$ cat config.mk
export PLATFORM = sky130hd
export DESIGN_NAME = dual_issue_scheduler
export DESIGN_NICKNAME = d
export VERILOG_FILES = /design/src/rtl/dual_issue_scheduler.sv
export SDC_FILE = /design/constraint.sdc
export NUM_CORES = 1
export LEC_CHECK = 0
export ABC_CLOCK_PERIOD_IN_PS = 3130
export BUFFER_PORTS_ARGS = -buffer_cell sky130_fd_sc_hd__buf_2
export CORE_ASPECT_RATIO = 0.7
export CORE_MARGIN = 2
export CORE_UTILIZATION = 40
export DETAILED_ROUTE_END_ITERATION = 10
export PLACE_DENSITY = 0.67
export SLEW_MARGIN = 5
export SYNTH_ARGS = -nofsm -noshare
export SYNTH_HDL_FRONTEND = slang
export SYNTH_SLANG_ARGS = --single-unit
$ cat constraint.sdc
create_clock -name clock -period 3.13 [get_ports clock]
set_input_delay 0.313 -clock clock [delete_from_list [all_inputs] [get_ports clock]]
set_output_delay 0.313 -clock clock [all_outputs]
set_load 0.02 [all_outputs]
$ cat src/rtl/dual_issue_scheduler.sv
// dual_issue_scheduler: routes a fetched instruction pair onto the even/odd pipes,
// splitting conflicting pairs over two cycles, with flush, stall and issue counters.
module dual_issue_scheduler #(
    parameter logic [10:0] NOP_EVEN = 11'b01000000001,
    parameter logic [10:0] NOP_ODD  = 11'b00000000001,
    parameter int          CNT_W    = 32
) (
    input  logic             clock,
    input  logic             reset,
    input  logic             flush,
    input  logic             stall_in,
    input  logic             first_valid,
    input  logic             second_valid,
    input  logic [0:31]      first_inst,
    input  logic [0:31]      second_inst,
    input  logic             first_pipe,
    input  logic             second_pipe,
    input  logic [0:6]       first_rt,
    input  logic             first_wr,
    input  logic [0:20]      second_src,
    input  logic [0:2]       second_use,
    output logic [0:31]      even_inst,
    output logic [0:31]      odd_inst,
    output logic             even_valid,
    output logic             odd_valid,
    output logic             fetch_stall,
    output logic [CNT_W-1:0] dual_cnt,
    output logic [CNT_W-1:0] single_cnt
);
    localparam logic [0:31] NOP_E = {NOP_EVEN, 21'b0};
    localparam logic [0:31] NOP_O = {NOP_ODD, 21'b0};

    typedef enum logic {PAIR, SPLIT} state_t;

    state_t      state, state_n;
    logic [0:31] hold_inst, hold_inst_n, even_n, odd_n;
    logic        hold_pipe, hold_pipe_n, even_v_n, odd_v_n;
    logic        raw, conflict, upd;

    assign raw = first_wr && ((second_use[0] && second_src[0:6] == first_rt) ||
                              (second_use[1] && second_src[7:13] == first_rt) ||
                              (second_use[2] && second_src[14:20] == first_rt));
    assign conflict    = first_valid && second_valid && (first_pipe == second_pipe || raw);
    assign fetch_stall = !flush && (stall_in || (state == PAIR && conflict));
    assign upd         = !flush && !stall_in;

    always_comb begin
        state_n     = state;
        hold_inst_n = hold_inst;
        hold_pipe_n = hold_pipe;
        even_n      = even_inst;
        odd_n       = odd_inst;
        even_v_n    = even_valid;
        odd_v_n     = odd_valid;
        if (flush) begin
            state_n     = PAIR;
            hold_inst_n = '0;
            hold_pipe_n = 1'b0;
            even_n      = NOP_E;
            odd_n       = NOP_O;
            even_v_n    = 1'b0;
            odd_v_n     = 1'b0;
        end else if (!stall_in) begin
            even_n   = NOP_E;
            odd_n    = NOP_O;
            even_v_n = 1'b0;
            odd_v_n  = 1'b0;
            if (state == SPLIT) begin
                state_n = PAIR;
                if (hold_pipe) begin
                    odd_n   = hold_inst;
                    odd_v_n = 1'b1;
                end else begin
                    even_n   = hold_inst;
                    even_v_n = 1'b1;
                end
            end else begin
                if (first_valid && first_pipe) begin
                    odd_n   = first_inst;
                    odd_v_n = 1'b1;
                end else if (first_valid) begin
                    even_n   = first_inst;
                    even_v_n = 1'b1;
                end
                // a conflicting slot 1 waits in the holding reg for the next cycle
                if (conflict) begin
                    state_n     = SPLIT;
                    hold_inst_n = second_inst;
                    hold_pipe_n = second_pipe;
                end else if (second_valid && second_pipe) begin
                    odd_n   = second_inst;
                    odd_v_n = 1'b1;
                end else if (second_valid) begin
                    even_n   = second_inst;
                    even_v_n = 1'b1;
                end
            end
        end
    end

    always_ff @(posedge clock or negedge reset) begin
        if (!reset) begin
            state      <= PAIR;
            hold_inst  <= '0;
            hold_pipe  <= 1'b0;
            even_inst  <= NOP_E;
            odd_inst   <= NOP_O;
            even_valid <= 1'b0;
            odd_valid  <= 1'b0;
            dual_cnt   <= '0;
            single_cnt <= '0;
        end else begin
            state      <= state_n;
            hold_inst  <= hold_inst_n;
            hold_pipe  <= hold_pipe_n;
            even_inst  <= even_n;
            odd_inst   <= odd_n;
            even_valid <= even_v_n;
            odd_valid  <= odd_v_n;
            if (upd) begin
                dual_cnt   <= dual_cnt + CNT_W'(even_v_n & odd_v_n);
                single_cnt <= single_cnt + CNT_W'(even_v_n ^ odd_v_n);
            end
        end
    end
endmodule
==> results by group <==
Run status
  – Outcome: finished, final reports clean

Yosys
  – Asr flop ratio synth: 1.00
  – Synth Area per Inst: 9.64 um2
  – Complex-gate fraction of the synthesized area: 0.183
  – Top cells by count, synth: sky130_fd_sc_hd__nand2_1, sky130_fd_sc_hd__dfrtp_1, sky130_fd_sc_hd__xnor2_1
  – Largest area contributor in the netlist: sky130_fd_sc_hd__dfrtp_1
  – Area fraction of the dominant cell type after synthesis: 0.474
  – Fraction of the yosys area taken by sequential cells: 0.483
  – Synth top area cells: sky130_fd_sc_hd__dfrtp_1, sky130_fd_sc_hd__nand2_1, sky130_fd_sc_hd__xnor2_1
  – Mapped Nets: 992
  – Multiplexer share of the synthesized area: 0.0442
  – Cell Area, Synth: roughly 8500 um2
  – Post-synth cell types: 45
  – Most instantiated library cell after synthesis: sky130_fd_sc_hd__nand2_1
  – Main combinational cell family by area after synthesis: compound AO/OA/AOI/OAI gates
  – Number of warnings issued by yosys: 0
  – Adder-cell share of the synthesized area: 0.00883
  – Area share of and/or/nand/nor cells after synthesis: 0.148
  – Flip-flop cell with the highest count after synthesis: sky130_fd_sc_hd__dfrtp_1
  – Post-synth EDFFs: 0
  – Synth Instances: around 900
  – Area share of xor/xnor cells in the synthesized design: 0.0845
  – Synthesis-stage register bit count: 164

Clock network
  – Resized cells post-CTS: 0
  – Clock tree from TritonCTS: built
  – Clock Sinks: approximately 160
  – Count of H-tree levels built during CTS: 4
  – Clock-pin transition on the worst setup and hold timing paths: 0.08 ns
  – Number of clock buffers inserted by TritonCTS: 17
  – Number of buffers between clock root and the deepest sink: 2
  – Buffer type at the clock tree root: sky130_fd_sc_hd__clkbuf_16
  – Worst-skew pair later-pin latency: around 0.43 ns

Timing
  – Crit path setup slack, layout: about 0.29 ns
  – Clock skew after layout: 0.0193 ns
  – Unrepaired setup endpoints after global routing: no
  – Final period util: 0.909
  – Post-route minimum period: 2.84 ns
  – Worst-case headroom to the max-slew limit: 0.467
  – Max Slew Vio Count: 0
  – Actual transition at the worst max-transition pin: 0.798 ns
  – Peak clock frequency supported by timing: 352 MHz
  – Final-report setup violation count: 0
  – Worst Hold Slack: 0.154 ns
  – Final hold violations: 0

Floorplan
  – Die span in y: approximately 130 um
  – Chip width: between 150 and 200 um
  – Die Area: 22500 um2
  – Row cnt: 44
  – Starting density of the core: 0.408
  – Core region area: 20800 um2
  – Total I/O pin count: approximately 240

Routing
  – Via Count: 7758
  – Routed WL: 26.2 mm
  – Antenna-violating nets left: 0
  – First drt pass iteration count: 5
  – Post-DR wirelength/cell: 18.7 um
  – Remaining routing DRC violations: 0
  – Detailed router's first-iteration violation count: around 690
  – Post-DR vias/cell: 5.52

Setup path
  – Crit path arrival time: between 3 and 4 ns
  – Critical Setup Path Class: primary input to flop
  – Startpoint of the worst register-to-register path: hold_pipe
  – Startpoint kind of the worst setup timing path: primary input
  – CP Max Fanout: 4
  – Beginning of the critical path: first_rt[4]
  – CP endpoint kind: flop
  – Setup slack of the most critical reg-to-reg path: 0.46 ns
  – Data required time of the worst path: 3.45 ns

Cells and area
  – Layout Area Growth over Synthesis: 26.9%
  – Multi-input logic area: 4080 um2
  – Final layout net count: 1224
  – Area taken by flip-flops and latches: 4110 um2
  – FILL cells: a little under 2000
  – Layout cell share with drive strength beyond 1: 0.312

Placement
  – Detailed-placement wirelength estimate: 17.6 mm
  – RePlAce Congestion: 0.806
  – Total of buffers placed on input and output ports: about 230
  – Place WS: -0.178 ns

Min path
  – Path type of the worst min-delay path: primary input to flop
  – Launch instance of the worst min-delay path: second_inst[17]

GRT
  – Gr ovfl total: 0
  – Maximum number of pins on one net before global-route repair: 81
  – Global-route wire length before repair: 41.1 mm
  – Antenna violations before repair: 3
  – Number of global-route vias before repair: between 7000 and 8000
  – Total track usage: 0.236

Job
  – MaxCap Viol Count: 0

Power and ir drop
  – Power density of the placed cells: 472 nW/um2
  – Maximum ir drop on the vdd rail: 330 uV
  – Leakage power: 0.00540 uW
  – Total power after layout: between 5000 and 6000 uW
## cell type report
type,instances,area share
inverters,38,0.0132
multi-input cells,617,0.378
flip-flops and latches,164,0.381
clock buffers,19,0.0411
clock inverters,13,0.0107
repair buffers,276,0.143
diodes,3,0.000696
well taps,276,0.0320
## what timing repair did
| action | in CTS | in global routing |
|---|---|---|
| buffers inserted | 0 | 0 |
| hold endpoints to repair | 78 | 0 |
| hold buffers | 1 | 0 |
## sequential cells by signal, summed over array words and instances, names as in the netlist, 32 cells and up
register	count
dual_cnt	32
even_inst	32
hold_inst	32
odd_inst	32
single_cnt	32
## cells by family (layout without fill, tap and decap cells)
group / after synthesis / count (layout)
AOI/OAI and AO/OA: 207 / 207
other: 0 / 3
and+or+nand+nor: 285 / 285
adders and majority gates: 6 / 6
muxes: 37 / 37
DFF: 164 / 164
xor gates and xnor gates: 82 / 82
buffers and inverters: 101 / 346
## worst paths after layout
check,end,cells after the start
worst min-delay path,hold_inst[17],3
worst max register to register,single_cnt[26],14
worst max-delay path,single_cnt[26],14
min in group asynchronous,hold_inst[23],2
worst min register to register,single_cnt[31],1
max in group asynchronous,even_inst[10],3
## worst max-delay path, stage by stage
cell and delay [ns]:
sky130_fd_sc_hd__buf_2 0.13, sky130_fd_sc_hd__xnor2_1 0.13, sky130_fd_sc_hd__nand4_1 0.11, sky130_fd_sc_hd__nor2_2 0.06, sky130_fd_sc_hd__or4_4 0.55, sky130_fd_sc_hd__a311oi_2 0.34, sky130_fd_sc_hd__ha_2 0.22, sky130_fd_sc_hd__ha_1 0.15
sky130_fd_sc_hd__ha_1 0.16, sky130_fd_sc_hd__nand4_1 0.23, sky130_fd_sc_hd__nor4_2 0.34, sky130_fd_sc_hd__buf_4 0.18, sky130_fd_sc_hd__nand4_1 0.11, sky130_fd_sc_hd__xnor2_1 0.14
## metal layers
layer	GRT usage	vias to the layer above	share of wire
met5	0	-	0
met4	0.0803	0	0.021
met3	0.0450	37	0.078
met2	0.345	343	0.43
met1	0.348	3776	0.47
li1	-	3602	-
## metrics by stage
step                      std cells  TNS [ns]  cell area [um2]   util
after global placement         1370     -1.62            10200  0.491
after floorplan                 882         0             8550      -
after detailed placement       1370     -2.87            10200  0.491
after CTS                      1403         0            10800  0.518
final                          1406         0            10800  0.518
after global routing           1404         0            10800  0.518
## placed cells by master (no fill, tap or decap), types with 3 or more instances in the layout
cell type                    netlist  layout
sky130_fd_sc_hd__clkinvlp_4        0       3
sky130_fd_sc_hd__nor2_1           22      18
sky130_fd_sc_hd__xnor2_1          65      65
sky130_fd_sc_hd__xor2_1           17      17
sky130_fd_sc_hd__and3_1           12      12
sky130_fd_sc_hd__buf_2             4     233
sky130_fd_sc_hd__nand3_1          20      19
sky130_fd_sc_hd__buf_4             0      37
sky130_fd_sc_hd__diode_2           0       3
sky130_fd_sc_hd__clkinv_4          0       4
sky130_fd_sc_hd__and2_1            5       5
sky130_fd_sc_hd__o221a_2          19      19
sky130_fd_sc_hd__mux2i_1          33      33
sky130_fd_sc_hd__clkbuf_16         0      17
sky130_fd_sc_hd__o21ai_0          55      55
sky130_fd_sc_hd__a21oi_1           9       9
sky130_fd_sc_hd__a221o_1          32      32
sky130_fd_sc_hd__nand4_1          18      18
sky130_fd_sc_hd__dfstp_2           3       3
sky130_fd_sc_hd__inv_6             0       4
sky130_fd_sc_hd__nand2_1         188     188
sky130_fd_sc_hd__nor3_1            5       4
sky130_fd_sc_hd__o21ai_1           6       6
sky130_fd_sc_hd__ha_1              6       3
sky130_fd_sc_hd__a31oi_1          30      30
sky130_fd_sc_hd__inv_1            35      35
sky130_fd_sc_hd__mux2_2            4       4
sky130_fd_sc_hd__o221a_1          12      12
sky130_fd_sc_hd__a211oi_1         34      34
sky130_fd_sc_hd__buf_12            0       4
sky130_fd_sc_hd__and4_1            6       6
sky130_fd_sc_hd__dfrtp_1         161     160
## report_power, final
part	switching, uW	total [uW]	internal [uW]
Sequential	76.4	2290	2210
Combinational	487	784	297
Clock	955	2020	1060
Note: power is estimated with default switching activity, not from simulation.
